--- src/rtl/dma_cfg_master_if.sv ---
// Single-beat cfg MMIO bus between a command-processor master and the DMA register block.
interface dma_cfg_master_if;
    logic        cfg_req_valid;
    logic [31:0] cfg_req_addr;
    logic [31:0] cfg_req_wdata;
    logic        cfg_resp_valid;
    logic [31:0] cfg_resp_rdata;

    modport master (
        output cfg_req_valid,
        output cfg_req_addr,
        output cfg_req_wdata,
        input  cfg_resp_valid,
        input  cfg_resp_rdata
    );

    modport slave (
        input  cfg_req_valid,
        input  cfg_req_addr,
        input  cfg_req_wdata,
        output cfg_resp_valid,
        output cfg_resp_rdata
    );
endinterface

--- src/rtl/dma_cfg_master.sv ---
// Accepts one DMA command, programs the DMA registers over cfg, starts it and polls for done
// or timeout, then reports the outcome with a one-cycle pulse.
module dma_cfg_master #(
    parameter int unsigned POLL_INTERVAL  = 4,
    parameter int unsigned TIMEOUT_CYCLES = 4096,
    parameter int unsigned CNT_WIDTH      = 16
) (
    input  logic                 clk,
    input  logic                 rst_n,
    input  logic                 cmd_valid,
    output logic                 cmd_ready,
    input  logic [63:0]          cmd_src,
    input  logic [63:0]          cmd_dst,
    input  logic [31:0]          cmd_len,
    dma_cfg_master_if.master     cfg,
    output logic                 busy,
    output logic                 done,
    output logic                 timeout,
    output logic [CNT_WIDTH-1:0] xfer_count
);

    typedef enum logic [3:0] {
        StIdle,
        StWSrcLo,
        StWSrcHi,
        StWDstLo,
        StWDstHi,
        StWLen,
        StWStart,
        StPWait,
        StPRead,
        StFin,
        StErr
    } state_e;

    state_e               state_q, state_d;
    logic [63:0]          src_q, src_d;
    logic [63:0]          dst_q, dst_d;
    logic [31:0]          len_q, len_d;
    logic [CNT_WIDTH-1:0] icnt_q;
    logic [CNT_WIDTH-1:0] tcnt_q;
    logic [CNT_WIDTH-1:0] tcnt_inc;
    logic                 accept;
    logic                 tmo_hit;
    logic                 req_valid_d;
    logic [31:0]          req_addr_d;
    logic [31:0]          req_wdata_d;
    logic                 unused_rdata;

    assign accept   = (state_q == StIdle) && cmd_valid;
    assign tcnt_inc = tcnt_q + 1'b1;
    assign tmo_hit  = (tcnt_inc == CNT_WIDTH'(TIMEOUT_CYCLES));
    assign src_d    = accept ? cmd_src : src_q;
    assign dst_d    = accept ? cmd_dst : dst_q;
    assign len_d    = accept ? cmd_len : len_q;

    // Only the done flag of the status register matters here.
    assign unused_rdata = ^cfg.cfg_resp_rdata[31:1];

    always_comb begin
        state_d = state_q;
        case (state_q)
            StIdle: begin
                if (cmd_valid) begin
                    state_d = (cmd_len == '0) ? StFin : StWSrcLo;
                end
            end
            StWSrcLo: if (cfg.cfg_resp_valid) state_d = StWSrcHi;
            StWSrcHi: if (cfg.cfg_resp_valid) state_d = StWDstLo;
            StWDstLo: if (cfg.cfg_resp_valid) state_d = StWDstHi;
            StWDstHi: if (cfg.cfg_resp_valid) state_d = StWLen;
            StWLen:   if (cfg.cfg_resp_valid) state_d = StWStart;
            StWStart: if (cfg.cfg_resp_valid) state_d = StPWait;
            StPWait: begin
                if (tmo_hit) begin
                    state_d = StErr;
                end else if (icnt_q == '0) begin
                    state_d = StPRead;
                end
            end
            StPRead: begin
                // Timeout wins over a done flag returned in the same cycle.
                if (tmo_hit) begin
                    state_d = StErr;
                end else if (cfg.cfg_resp_valid) begin
                    state_d = cfg.cfg_resp_rdata[0] ? StFin : StPWait;
                end
            end
            StFin:   state_d = StIdle;
            StErr:   state_d = StIdle;
            default: state_d = StIdle;
        endcase
    end

    // Request for the upcoming state, registered so the bus has no input-to-output path.
    always_comb begin
        req_valid_d = 1'b1;
        req_addr_d  = 32'h0;
        req_wdata_d = 32'h0;
        case (state_d)
            StWSrcLo: begin req_addr_d = 32'h10; req_wdata_d = src_d[31:0];  end
            StWSrcHi: begin req_addr_d = 32'h14; req_wdata_d = src_d[63:32]; end
            StWDstLo: begin req_addr_d = 32'h18; req_wdata_d = dst_d[31:0];  end
            StWDstHi: begin req_addr_d = 32'h1C; req_wdata_d = dst_d[63:32]; end
            StWLen:   begin req_addr_d = 32'h20; req_wdata_d = len_d;        end
            StWStart: begin req_addr_d = 32'h24; req_wdata_d = 32'h1;        end
            StPRead:  begin req_addr_d = 32'h2C; req_wdata_d = 32'h0;        end
            default:  req_valid_d = 1'b0;
        endcase
    end

    always_ff @(posedge clk or negedge rst_n) begin
        if (!rst_n) begin
            state_q           <= StIdle;
            src_q             <= '0;
            dst_q             <= '0;
            len_q             <= '0;
            icnt_q            <= '0;
            tcnt_q            <= '0;
            cfg.cfg_req_valid <= 1'b0;
            cfg.cfg_req_addr  <= '0;
            cfg.cfg_req_wdata <= '0;
            cmd_ready         <= 1'b1;
            busy              <= 1'b0;
            done              <= 1'b0;
            timeout           <= 1'b0;
            xfer_count        <= '0;
        end else begin
            state_q           <= state_d;
            src_q             <= src_d;
            dst_q             <= dst_d;
            len_q             <= len_d;
            cfg.cfg_req_valid <= req_valid_d;
            cfg.cfg_req_addr  <= req_addr_d;
            cfg.cfg_req_wdata <= req_wdata_d;
            cmd_ready         <= (state_d == StIdle);
            busy              <= (state_d != StIdle);
            done              <= (state_d == StFin);
            timeout           <= (state_d == StErr);
            if (state_d == StFin) begin
                xfer_count <= xfer_count + 1'b1;
            end
            if ((state_d == StPWait) && (state_q != StPWait)) begin
                icnt_q <= CNT_WIDTH'(POLL_INTERVAL - 1);
            end else if ((state_q == StPWait) && (icnt_q != '0)) begin
                icnt_q <= icnt_q - 1'b1;
            end
            if (state_q == StWStart) begin
                tcnt_q <= '0;
            end else if ((state_q == StPWait) || (state_q == StPRead)) begin
                tcnt_q <= tcnt_inc;
            end
        end
    end

endmodule
--- src/flat_wrapper.sv ---
// flat-port wrapper written by rule: the top's interface ports become plain ports
module dma_cfg_master_flat 
#(
    parameter int unsigned POLL_INTERVAL  = 4,
    parameter int unsigned TIMEOUT_CYCLES = 4096,
    parameter int unsigned CNT_WIDTH      = 16
)
  (clk, rst_n, cmd_valid, cmd_ready, cmd_src, cmd_dst, cmd_len, busy, done, timeout, xfer_count, cfg_cfg_req_valid, cfg_cfg_req_addr, cfg_cfg_req_wdata, cfg_cfg_resp_valid, cfg_cfg_resp_rdata);
  dma_cfg_master_if cfg_i ();
  input  logic clk;
  input  logic rst_n;
  input  logic cmd_valid;
  output logic cmd_ready;
  input  logic [63:0] cmd_src;
  input  logic [63:0] cmd_dst;
  input  logic [31:0] cmd_len;
  output logic busy;
  output logic done;
  output logic timeout;
  output logic [CNT_WIDTH-1:0] xfer_count;
  output wire logic [$bits(cfg_i.cfg_req_valid)-1:0] cfg_cfg_req_valid;
  output wire logic [$bits(cfg_i.cfg_req_addr)-1:0] cfg_cfg_req_addr;
  output wire logic [$bits(cfg_i.cfg_req_wdata)-1:0] cfg_cfg_req_wdata;
  input wire logic [$bits(cfg_i.cfg_resp_valid)-1:0] cfg_cfg_resp_valid;
  input wire logic [$bits(cfg_i.cfg_resp_rdata)-1:0] cfg_cfg_resp_rdata;
  assign cfg_cfg_req_valid = cfg_i.cfg_req_valid;
  assign cfg_cfg_req_addr = cfg_i.cfg_req_addr;
  assign cfg_cfg_req_wdata = cfg_i.cfg_req_wdata;
  assign cfg_i.cfg_resp_valid = cfg_cfg_resp_valid;
  assign cfg_i.cfg_resp_rdata = cfg_cfg_resp_rdata;
  dma_cfg_master #(.POLL_INTERVAL(POLL_INTERVAL), .TIMEOUT_CYCLES(TIMEOUT_CYCLES), .CNT_WIDTH(CNT_WIDTH)) u_core (.clk(clk), .rst_n(rst_n), .cmd_valid(cmd_valid), .cmd_ready(cmd_ready), .cmd_src(cmd_src), .cmd_dst(cmd_dst), .cmd_len(cmd_len), .cfg(cfg_i), .busy(busy), .done(done), .timeout(timeout), .xfer_count(xfer_count));
endmodule
--- config.mk ---
export PLATFORM = sky130hd
export DESIGN_NAME = dma_cfg_master_flat
export DESIGN_NICKNAME = d
export VERILOG_FILES = /design/src/rtl/dma_cfg_master_if.sv /design/src/rtl/dma_cfg_master.sv /design/src/flat_wrapper.sv
export SDC_FILE = /design/constraint.sdc
export NUM_CORES = 1
export LEC_CHECK = 0
export CORE_MARGIN = 3
export CORE_UTILIZATION = 45
export DETAILED_ROUTE_END_ITERATION = 12
export PLACE_DENSITY = 0.82
export SLEW_MARGIN = 30
export SYNTH_ARGS = -nofsm -noshare
export SYNTH_HDL_FRONTEND = slang
export SYNTH_SLANG_ARGS = --single-unit
--- constraint.sdc ---
create_clock -name clk -period 3.3 [get_ports clk]
set_input_delay 0.33 -clock clk [delete_from_list [all_inputs] [get_ports clk]]
set_output_delay 0.33 -clock clk [all_outputs]
set_load 0.02 [all_outputs]
[Word level (Yosys, flattened, before mapping)]
Index checks and enable logic that the tools add are counted.
Cells by class
  muxes and demuxes: 24
  equal/unequal tests: 20
  add/sub/neg operators: 3
  reductions and logical operators: 13
Operators by type and width (count)
  32-bit one-hot mux with 6 select lines: 1
  64-bit two-way mux: 2
  16-bit two-way mux: 4
  4-bit two-way mux: 13
  6-bit one-hot mux with 7 select lines: 1
  4-bit one-hot mux with 9 select lines: 1
  16-bit by 1-bit adder with 16-bit output, second input constant: 2
  4-bit by 3-bit == test with 1-bit output, second input constant: 8
  32-bit logical NOT: 1
  32-bit two-way mux: 1
  16-bit by 13-bit == test with 1-bit output, second input constant: 1
  4-bit by 2-bit == test with 1-bit output, second input constant: 4
  4-bit == test, second input constant: 4
  16-bit logical NOT: 1
  16-bit nonzero test: 1
  16-bit by 1-bit subtractor with 16-bit output, second input constant: 1
  4-bit by 1-bit == test with 1-bit output, second input constant: 2
  4-bit logical NOT: 2
  7-bit OR reduction: 1
  4-bit by 3-bit inequality test with 1-bit output, second input constant: 1
  2-bit nonzero test: 2
  4-bit nonzero test: 1
  1-bit logical AND: 3
  1-bit logical OR: 1
  1-bit two-way mux: 1
Word-level totals
  output and inout bits: 85
  bits of input ports: 196
  logic and storage cells: 74
  register bits: 255

[Longest topological paths before layout]
Gate-level depths: netlist of run 1.
  depth after elaboration: 7
  depth in mapped cells: 13
  depth with buffers taken out: 10

[Least setup slack after synthesis of run 1]
OpenSTA, ideal clock, no wires.
  kind: register to register
  from: reg u_core.icnt_q[3]
  to: reg u_core.cfg.cfg_req_wdata[22]
  slack: 0.471 ns
  arrival time: 2.705 ns
  cell stages (with the launch flop): 11
  clock period less this slack: 2.829 ns
  cell sequence: dfrtp_1 or3_1 or4b_4 o21ai_4 a32oi_1 a21oi_2 buf_6 buf_2 mux2i_1 nor2_1 a211o_1
On the way
  longest elaborated chain between the ends: 6
RTL lines
  start: declaration: RTL line dma_cfg_master.sv:40  | logic [CNT_WIDTH-1:0] icnt_q;
  start signal: assignment: RTL line dma_cfg_master.sv:144  | icnt_q <= CNT_WIDTH'(POLL_INTERVAL - 1);
  start signal: assignment: RTL line dma_cfg_master.sv:146  | icnt_q <= icnt_q - 1'b1;
  16-bit logical NOT *: RTL line dma_cfg_master.sv:77  | end else if (icnt_q == '0) begin
  4-bit two-way mux *: RTL line dma_cfg_master.sv:77
  4-bit two-way mux *: RTL line dma_cfg_master.sv:75  | if (tmo_hit) begin
  4-bit one-hot mux with 9 select lines *: RTL line dma_cfg_master.sv:62  | case (state_q)
  4-bit by 3-bit == test with 1-bit output, or another cell as far along: RTL line dma_cfg_master.sv:100  | case (state_d)
  32-bit one-hot mux with 6 select lines *: RTL line dma_cfg_master.sv:100
  named net u_core.req_wdata_d[22]: RTL line dma_cfg_master.sv:47  | logic [31:0] req_wdata_d;
  end signal: assignment: RTL line dma_cfg_master.sv:135  | cfg.cfg_req_wdata <= req_wdata_d;
  end: declaration: RTL line dma_cfg_master_if.sv:12  | output cfg_req_wdata,
The timed path passes the listed nets; every way through them passes the cells marked *.
A chain may end at the register's enable or synchronous reset.

[Worst setup path in the final report of run 1]
  from: reg u_core.icnt_q[7]
  to: reg u_core.cfg.cfg_req_wdata[15]
Same word-level chain as after synthesis.

==> metrics.txt, run 1 <==
Critical Path Source u_core.icnt_q[7]; deepest level of the CTS H-tree 1; unrepaired setup endpoints after global routing false; Worst slew margin 49.89%; Initial Util 45.92%; Clock Tree Buf Depth 3; kind of cell adding the most delay to the critical path simple AND/OR/NAND/NOR gates; total number of placement rows 58; transition time of the tightest slew-check pin 751.6 ps; Final TNS setup 0 ps; logic depth of the worst path, buffers included 9; global placer's final weighted congestion 0.8425; number of max-capacitance violations reported 0; largest clock skew in the final design roughly 12 ps; Chip Height 166.5 µm; leading register cell type out of synthesis sky130_fd_sc_hd__dfrtp_1; source of the worst register-to-register timing path u_core.icnt_q[7]; CTS Sinks 253; Post-Syn Area 0.01160 mm²; Yosys top cell by area sky130_fd_sc_hd__dfrtp_1; fraction of layout cells with a size suffix above 1 approximately a fifth; placed cell count 1,511; worst-path cell chain or4_4, or3_4, o21ai_4, a32oi_1, a21oi_4, nand3b_4, buf_12, o22ai_1, a211o_1; share of the yosys chip area belonging to registers approximately 55%; antenna violations before repair 0; DRC violation count after routing 0; via count of the first global-routing pass 8,631; fin crit period 3190 ps; number of filler instances in the final layout 2,032; Worst Path Class, Setup flip-flop to flip-flop; power density relative to cell area 424.5 mW/mm²; HPWL after DPL 20.29 mm; commonest non-fill, non-tap cells in the layout sky130_fd_sc_hd__dfrtp_1, sky130_fd_sc_hd__clkdlybuf4s50_1, sky130_fd_sc_hd__mux2_2; Req. time, crit path between 3000 and 4000 ps; number of distinct library cell variants in the gate-level netlist after synthesis 66; yosys warns 0; Clk pin slew, worst setup/hold paths roughly 60 ps; pin count of the biggest net entering global routing 110; total power of the final layout 6.421 mW; TritonCTS clock tree yes; mean instance size in the synthesized netlist about 12 µm²; Critical Path Source Type flip-flop; 1st-iter DRT viols 700; Die ar. 0.02773 mm²; outcome completed; post-route clock period utilization between 90% and 100%; Register-to-Register Path Depth 9; post-route non-filler standard cell count 1,566; leakage power 7.507 nW; number of ports placed on the die boundary 281; number of instances in the synthesized netlist 991; type of the worst min-delay path input port to async pin; final routed wire length divided by cell count 18.80 µm; routed length on met1 12.97 mm; placed instance area 0.01416 mm²; WL met2 ~14 mm; clock insertion delay at the later pin of the skew report 540 ps; final design area excluding fillers between 0.015 and 0.02 mm²; crit end category flip-flop; layout overhead on the synthesized area 30.44%; most common cell after layout, fill and taps aside sky130_fd_sc_hd__dfrtp_1; vias post-DR 8,372; share of synthesized flip-flops with an asynchronous set or reset 100.0%; Core Box Area between 0.02 and 0.03 mm²; overall routed net length about 29 mm; Slowest Stage Delay on Critical Path 570 ps; quantity of I/O buffers inserted on ports about 220; count of endpoints failing setup in the final report 0; critical path fanouts, max 13; cell at the root of the clock tree sky130_fd_sc_hd__clkbuf_16; count of antenna-violating nets left after detailed routing 0; grt ovf 0; number of antenna diodes 0; nets around 1,400; post-synth top area share 54.38%; global-route wire length before repair 46.40 mm; top layer reached by signal wires met4; top cells by area in the synthesized netlist sky130_fd_sc_hd__dfrtp_1, sky130_fd_sc_hd__mux2_2, sky130_fd_sc_hd__mux2i_1; number of buffers inserted during clock tree synthesis 27; data arrival time of the worst path 3610 ps; First-pass DRT Iterations 5; Horiz. Die Dim 166.5 µm; post-synthesis register bit count 253; maximum VDD drop 0.2776 mV; count of flip-flops with a built-in enable after synthesis 0; final hold violation count 0; Max Transition Viols Final 0; buffers plus inverters on the worst setup path 1; maximum clock frequency roughly 310 MHz; highest-delay cell along the critical path sky130_fd_sc_hd__or4_4; wire length on met3 1.561 mm; Total GRT Usage 20.42%; Via-to-Cell Ratio between 5 and 6
-- through the flow --
step / setup WS, ps / hold WS (ps) / util [%]
2_1_floorplan: 471.4 / 34.41 / -
5_1_grt: 16.93 / 408.8 / 59.89
3_5_place_dp: 94.86 / 412.0 / 56.09
4_1_cts: 72.96 / 387.7 / 59.65
3_3_place_gp: 179.5 / 398.7 / 56.09
6_report: 109.7 / 408.5 / 59.89
-- per-layer routing --
layer	up-vias	GRT usage, %
met5	-	0
met4	0	5.703
met3	50	3.537
met2	263	34.11
met1	4175	27.75
li1	3884	-
-- timing repair --
| item | in CTS | in global routing |
|---|---|---|
| gates resized for setup | 0 | 6 |
| setup endpoints to repair | 0 | 43 |
| hold endpoints to repair | 90 | 0 |
| hold buffers | 1 | 0 |
| buffers inserted | 0 | 5 |
-- cells in the mapped netlist, types with 3 or more instances --
cell type / number
sky130_fd_sc_hd__nand2b_1: 7
sky130_fd_sc_hd__nand2_1: 62
sky130_fd_sc_hd__nor3_1: 13
sky130_fd_sc_hd__and3_1: 8
sky130_fd_sc_hd__or3_1: 7
sky130_fd_sc_hd__inv_1: 40
sky130_fd_sc_hd__a211o_1: 33
sky130_fd_sc_hd__nand4_1: 13
sky130_fd_sc_hd__a31oi_1: 7
sky130_fd_sc_hd__and4_1: 4
sky130_fd_sc_hd__nand3_1: 12
sky130_fd_sc_hd__xor2_1: 13
sky130_fd_sc_hd__dfrtp_1: 252
sky130_fd_sc_hd__buf_2: 20
sky130_fd_sc_hd__o21ai_0: 30
sky130_fd_sc_hd__nor2_1: 73
sky130_fd_sc_hd__or2_2: 3
sky130_fd_sc_hd__mux2_2: 128
sky130_fd_sc_hd__a211oi_1: 4
sky130_fd_sc_hd__nor2b_1: 3
sky130_fd_sc_hd__and2_1: 3
sky130_fd_sc_hd__buf_1: 6
sky130_fd_sc_hd__nor4_1: 11
sky130_fd_sc_hd__buf_6: 5
sky130_fd_sc_hd__mux2i_1: 65
sky130_fd_sc_hd__buf_4: 29
sky130_fd_sc_hd__o22ai_1: 34
sky130_fd_sc_hd__a21oi_1: 10
sky130_fd_sc_hd__ha_1: 4
sky130_fd_sc_hd__xnor2_1: 21
sky130_fd_sc_hd__clkbuf_1: 29
-- report_power, final --
part           leakage (nW)  internal [mW]  total, mW  switching [mW]
Combinational          3.63          0.180      0.314           0.134
Sequential             3.44           3.10       3.10               0
Clock                 0.438           1.76       3.00            1.24
Total                  7.51           5.05       6.42            1.38
-- sequential cells by signal, summed over array words and instances, names as in the netlist --
name,count
u_core.dst_q,64
u_core.src_q,64
u_core.cfg.cfg_req_wdata,32
u_core.len_q,32
u_core.icnt_q,16
u_core.tcnt_q,16
u_core.xfer_count,16
u_core.cfg.cfg_req_addr,4
u_core.state_q,4
u_core.busy,1
u_core.cfg.cfg_req_valid,1
u_core.cmd_ready,1
u_core.done,1
u_core.timeout,1
-- kinds of logic after synthesis --
| logic type | Yosys count | share of synthesized area (%) |
|---|---|---|
| XOR/XNOR | 34 | 2.568 |
| adder cells (fa/ha/maj) | 4 | 0.4316 |
| AND/OR/NAND/NOR | 235 | 10.09 |
| AO/OA/AOI/OAI | 142 | 8.578 |
| flip-flops | 253 | 54.61 |
| other | 1 | 0.03234 |
| multiplexers | 193 | 18.04 |
| buffers and inverters | 129 | 5.654 |
-- path summary, 6_finish.rpt --
check	endpoint	slack, ps
worst max-delay path	u_core.cfg.cfg_req_wdata[15]	110
min in group clk	u_core.src_q[39]	410
worst min-delay path	u_core.src_q[33]	410
worst max register to register	u_core.cfg.cfg_req_wdata[15]	110
max in group asynchronous	u_core.dst_q[59]	1940
worst min register to register	u_core.src_q[50]	490
-- area by class of cell --
cell class / instances / area [µm²] / share of cell area, %
repair buffers: 258 / 2592 / 17.14
clock inverters: 13 / 138.9 / 0.9182
flip-flops and latches: 253 / 6332 / 41.86
inverters: 40 / 150.1 / 0.9926
multi-input cells: 636 / 4750 / 31.40
well taps: 330 / 412.9 / 2.730
clock buffers: 36 / 749.5 / 4.955
Note: power is estimated with default switching activity, not from simulation.
==> inputs of run 2 (changes only) <==
--- a/config.mk
+++ b/config.mk
@@ -9,6 +9,7 @@
 export CORE_UTILIZATION = 45
 export DETAILED_ROUTE_END_ITERATION = 12
 export PLACE_DENSITY = 0.82
+export SKIP_CTS_REPAIR_TIMING = 1
 export SLEW_MARGIN = 30
 export SYNTH_ARGS = -nofsm -noshare
 export SYNTH_HDL_FRONTEND = slang
==> metrics.txt, run 2 (synthesis gave the netlist of run 1 again) <==
CTS Sinks 253; critical path fanouts, max 12; TritonCTS clock tree yes; fin crit period ~3200 ps; HPWL after DPL 20.29 mm; pin count of the biggest net entering global routing 110; number of filler instances in the final layout 2,032; worst-case register-to-register setup slack approximately 96 ps; Die ar. 0.02773 mm²; Initial Util 45.92%; Register-to-Register Path Depth 9; transition time of the tightest slew-check pin between 700 and 800 ps; commonest non-fill, non-tap cells in the layout sky130_fd_sc_hd__dfrtp_1, sky130_fd_sc_hd__clkdlybuf4s50_1, sky130_fd_sc_hd__mux2_2; Total GRT Usage 20.41%; Chip Height 166.5 µm; final hold violation count 0; number of buffers inserted during clock tree synthesis 27; via count of the first global-routing pass 8,621; final routed wire length divided by cell count around 19 µm; overall routed net length 29.39 mm; crit end category flip-flop; Clk pin slew, worst setup/hold paths 60 ps; number of ports placed on the die boundary 281; unrepaired setup endpoints after global routing false; source of the worst register-to-register timing path u_core.icnt_q[7]; count of antenna-violating nets left after detailed routing 0; leakage power 7.507 nW; quantity of I/O buffers inserted on ports 221; 1st-iter DRT viols 686; Clock Tree Buf Depth 3; cell at the root of the clock tree sky130_fd_sc_hd__clkbuf_16; top flop regs u_core.dst_q x64, u_core.src_q x64; global-route wire length before repair about 46 mm; Worst slew margin 50.10%; DRC violation count after routing 0; power density relative to cell area 424.6 mW/mm²; vias post-DR 8,390; fraction of layout cells with a size suffix above 1 18.61%; Critical Path Source Type flip-flop; data arrival time of the worst path 3610 ps; placed cell count 1,511; Req. time, crit path ~3700 ps; layout overhead on the synthesized area 30.44%; type of the worst min-delay path input port to async pin; post-route clock period utilization 97.09%; total number of placement rows 58; count of endpoints failing setup in the final report 0; R2R Path End u_core.cfg.cfg_req_wdata[28]; WHS 411.1 ps; most common cell after layout, fill and taps aside sky130_fd_sc_hd__dfrtp_1; Final TNS setup 0 ps; post-route non-filler standard cell count 1,566; First-pass DRT Iterations 5; clock insertion delay at the later pin of the skew report 540 ps; outcome completed; number of max-capacitance violations reported 0; Core Box Area around 0.025 mm²; grt ovf 0; Via-to-Cell Ratio 5.358; number of antenna diodes 0; nets 1,416; Horiz. Die Dim 166.5 µm; Max Transition Viols Final 0; largest clock skew in the final design 10.63 ps; deepest level of the CTS H-tree 1; maximum VDD drop approximately 0.28 mV; total power of the final layout roughly 6.4 mW; maximum clock frequency 312.1 MHz; Final Util 59.89%; global placer's final weighted congestion 0.8425; antenna violations before repair 0; Worst Path Class, Setup flip-flop to flip-flop
-- run 2: how the worst max path moves through the flow --
stage                          start                           end  slack (ps)  cells after the start
CTS                 u_core.tcnt_q[1]              u_core.icnt_q[7]          70                     11
detailed placement  u_core.tcnt_q[1]              u_core.icnt_q[9]          90                     11
global placement    u_core.icnt_q[3]  u_core.cfg.cfg_req_wdata[28]         180                      9
floorplan           u_core.icnt_q[3]  u_core.cfg.cfg_req_wdata[22]         470                     10
finish              u_core.icnt_q[7]  u_core.cfg.cfg_req_wdata[28]         100                      9
global route        u_core.icnt_q[7]  u_core.cfg.cfg_req_wdata[15]          20                      9
-- run 2: power by group --
group | switching, mW | total [mW] | internal (mW)
Sequential | 0 | 3.10 | 3.10
Clock | 1.24 | 3.01 | 1.76
Combinational | 0.134 | 0.314 | 0.180
Total | 1.38 | 6.42 | 5.05
-- run 2: stage by stage --
stage               cell area (µm²)  setup slack (ps)
global route                  15130             16.93
global placement              14160             179.5
finish                        15130             96.18
CTS                           15050             72.96
detailed placement            14160             94.86
floorplan                     11700             471.4
-- run 2: critical path: stages, from the launching register on --
cell                       delay, ps
sky130_fd_sc_hd__dfrtp_1         420
sky130_fd_sc_hd__or4_4           570
sky130_fd_sc_hd__or3_4           420
sky130_fd_sc_hd__o21ai_4         280
sky130_fd_sc_hd__a32oi_1         140
sky130_fd_sc_hd__a21oi_4         320
sky130_fd_sc_hd__nand3b_4        340
sky130_fd_sc_hd__buf_4           190
sky130_fd_sc_hd__o22ai_1          90
sky130_fd_sc_hd__a211o_1         300
-- run 2: metal layers --
metal  vias to the layer above  global-route usage, %  wire length, µm
met5                         -                      0                0
met4                         0                  5.703              737
met3                        46                  3.537             1580
met2                       266                  34.07            14200
met1                      4193                  27.73            12880
li1                       3885                      -                -
-- run 2: area by class of cell --
type                       count  area (µm²)  area share [%]
multi-input combinational    636        4750           31.40
clock inverter                13       138.9          0.9182
inverter                      40       150.1          0.9926
clock buffer                  36       749.5           4.955
sequential                   253        6332           41.86
timing repair buffer         258        2592           17.14
tap                          330       412.9           2.730
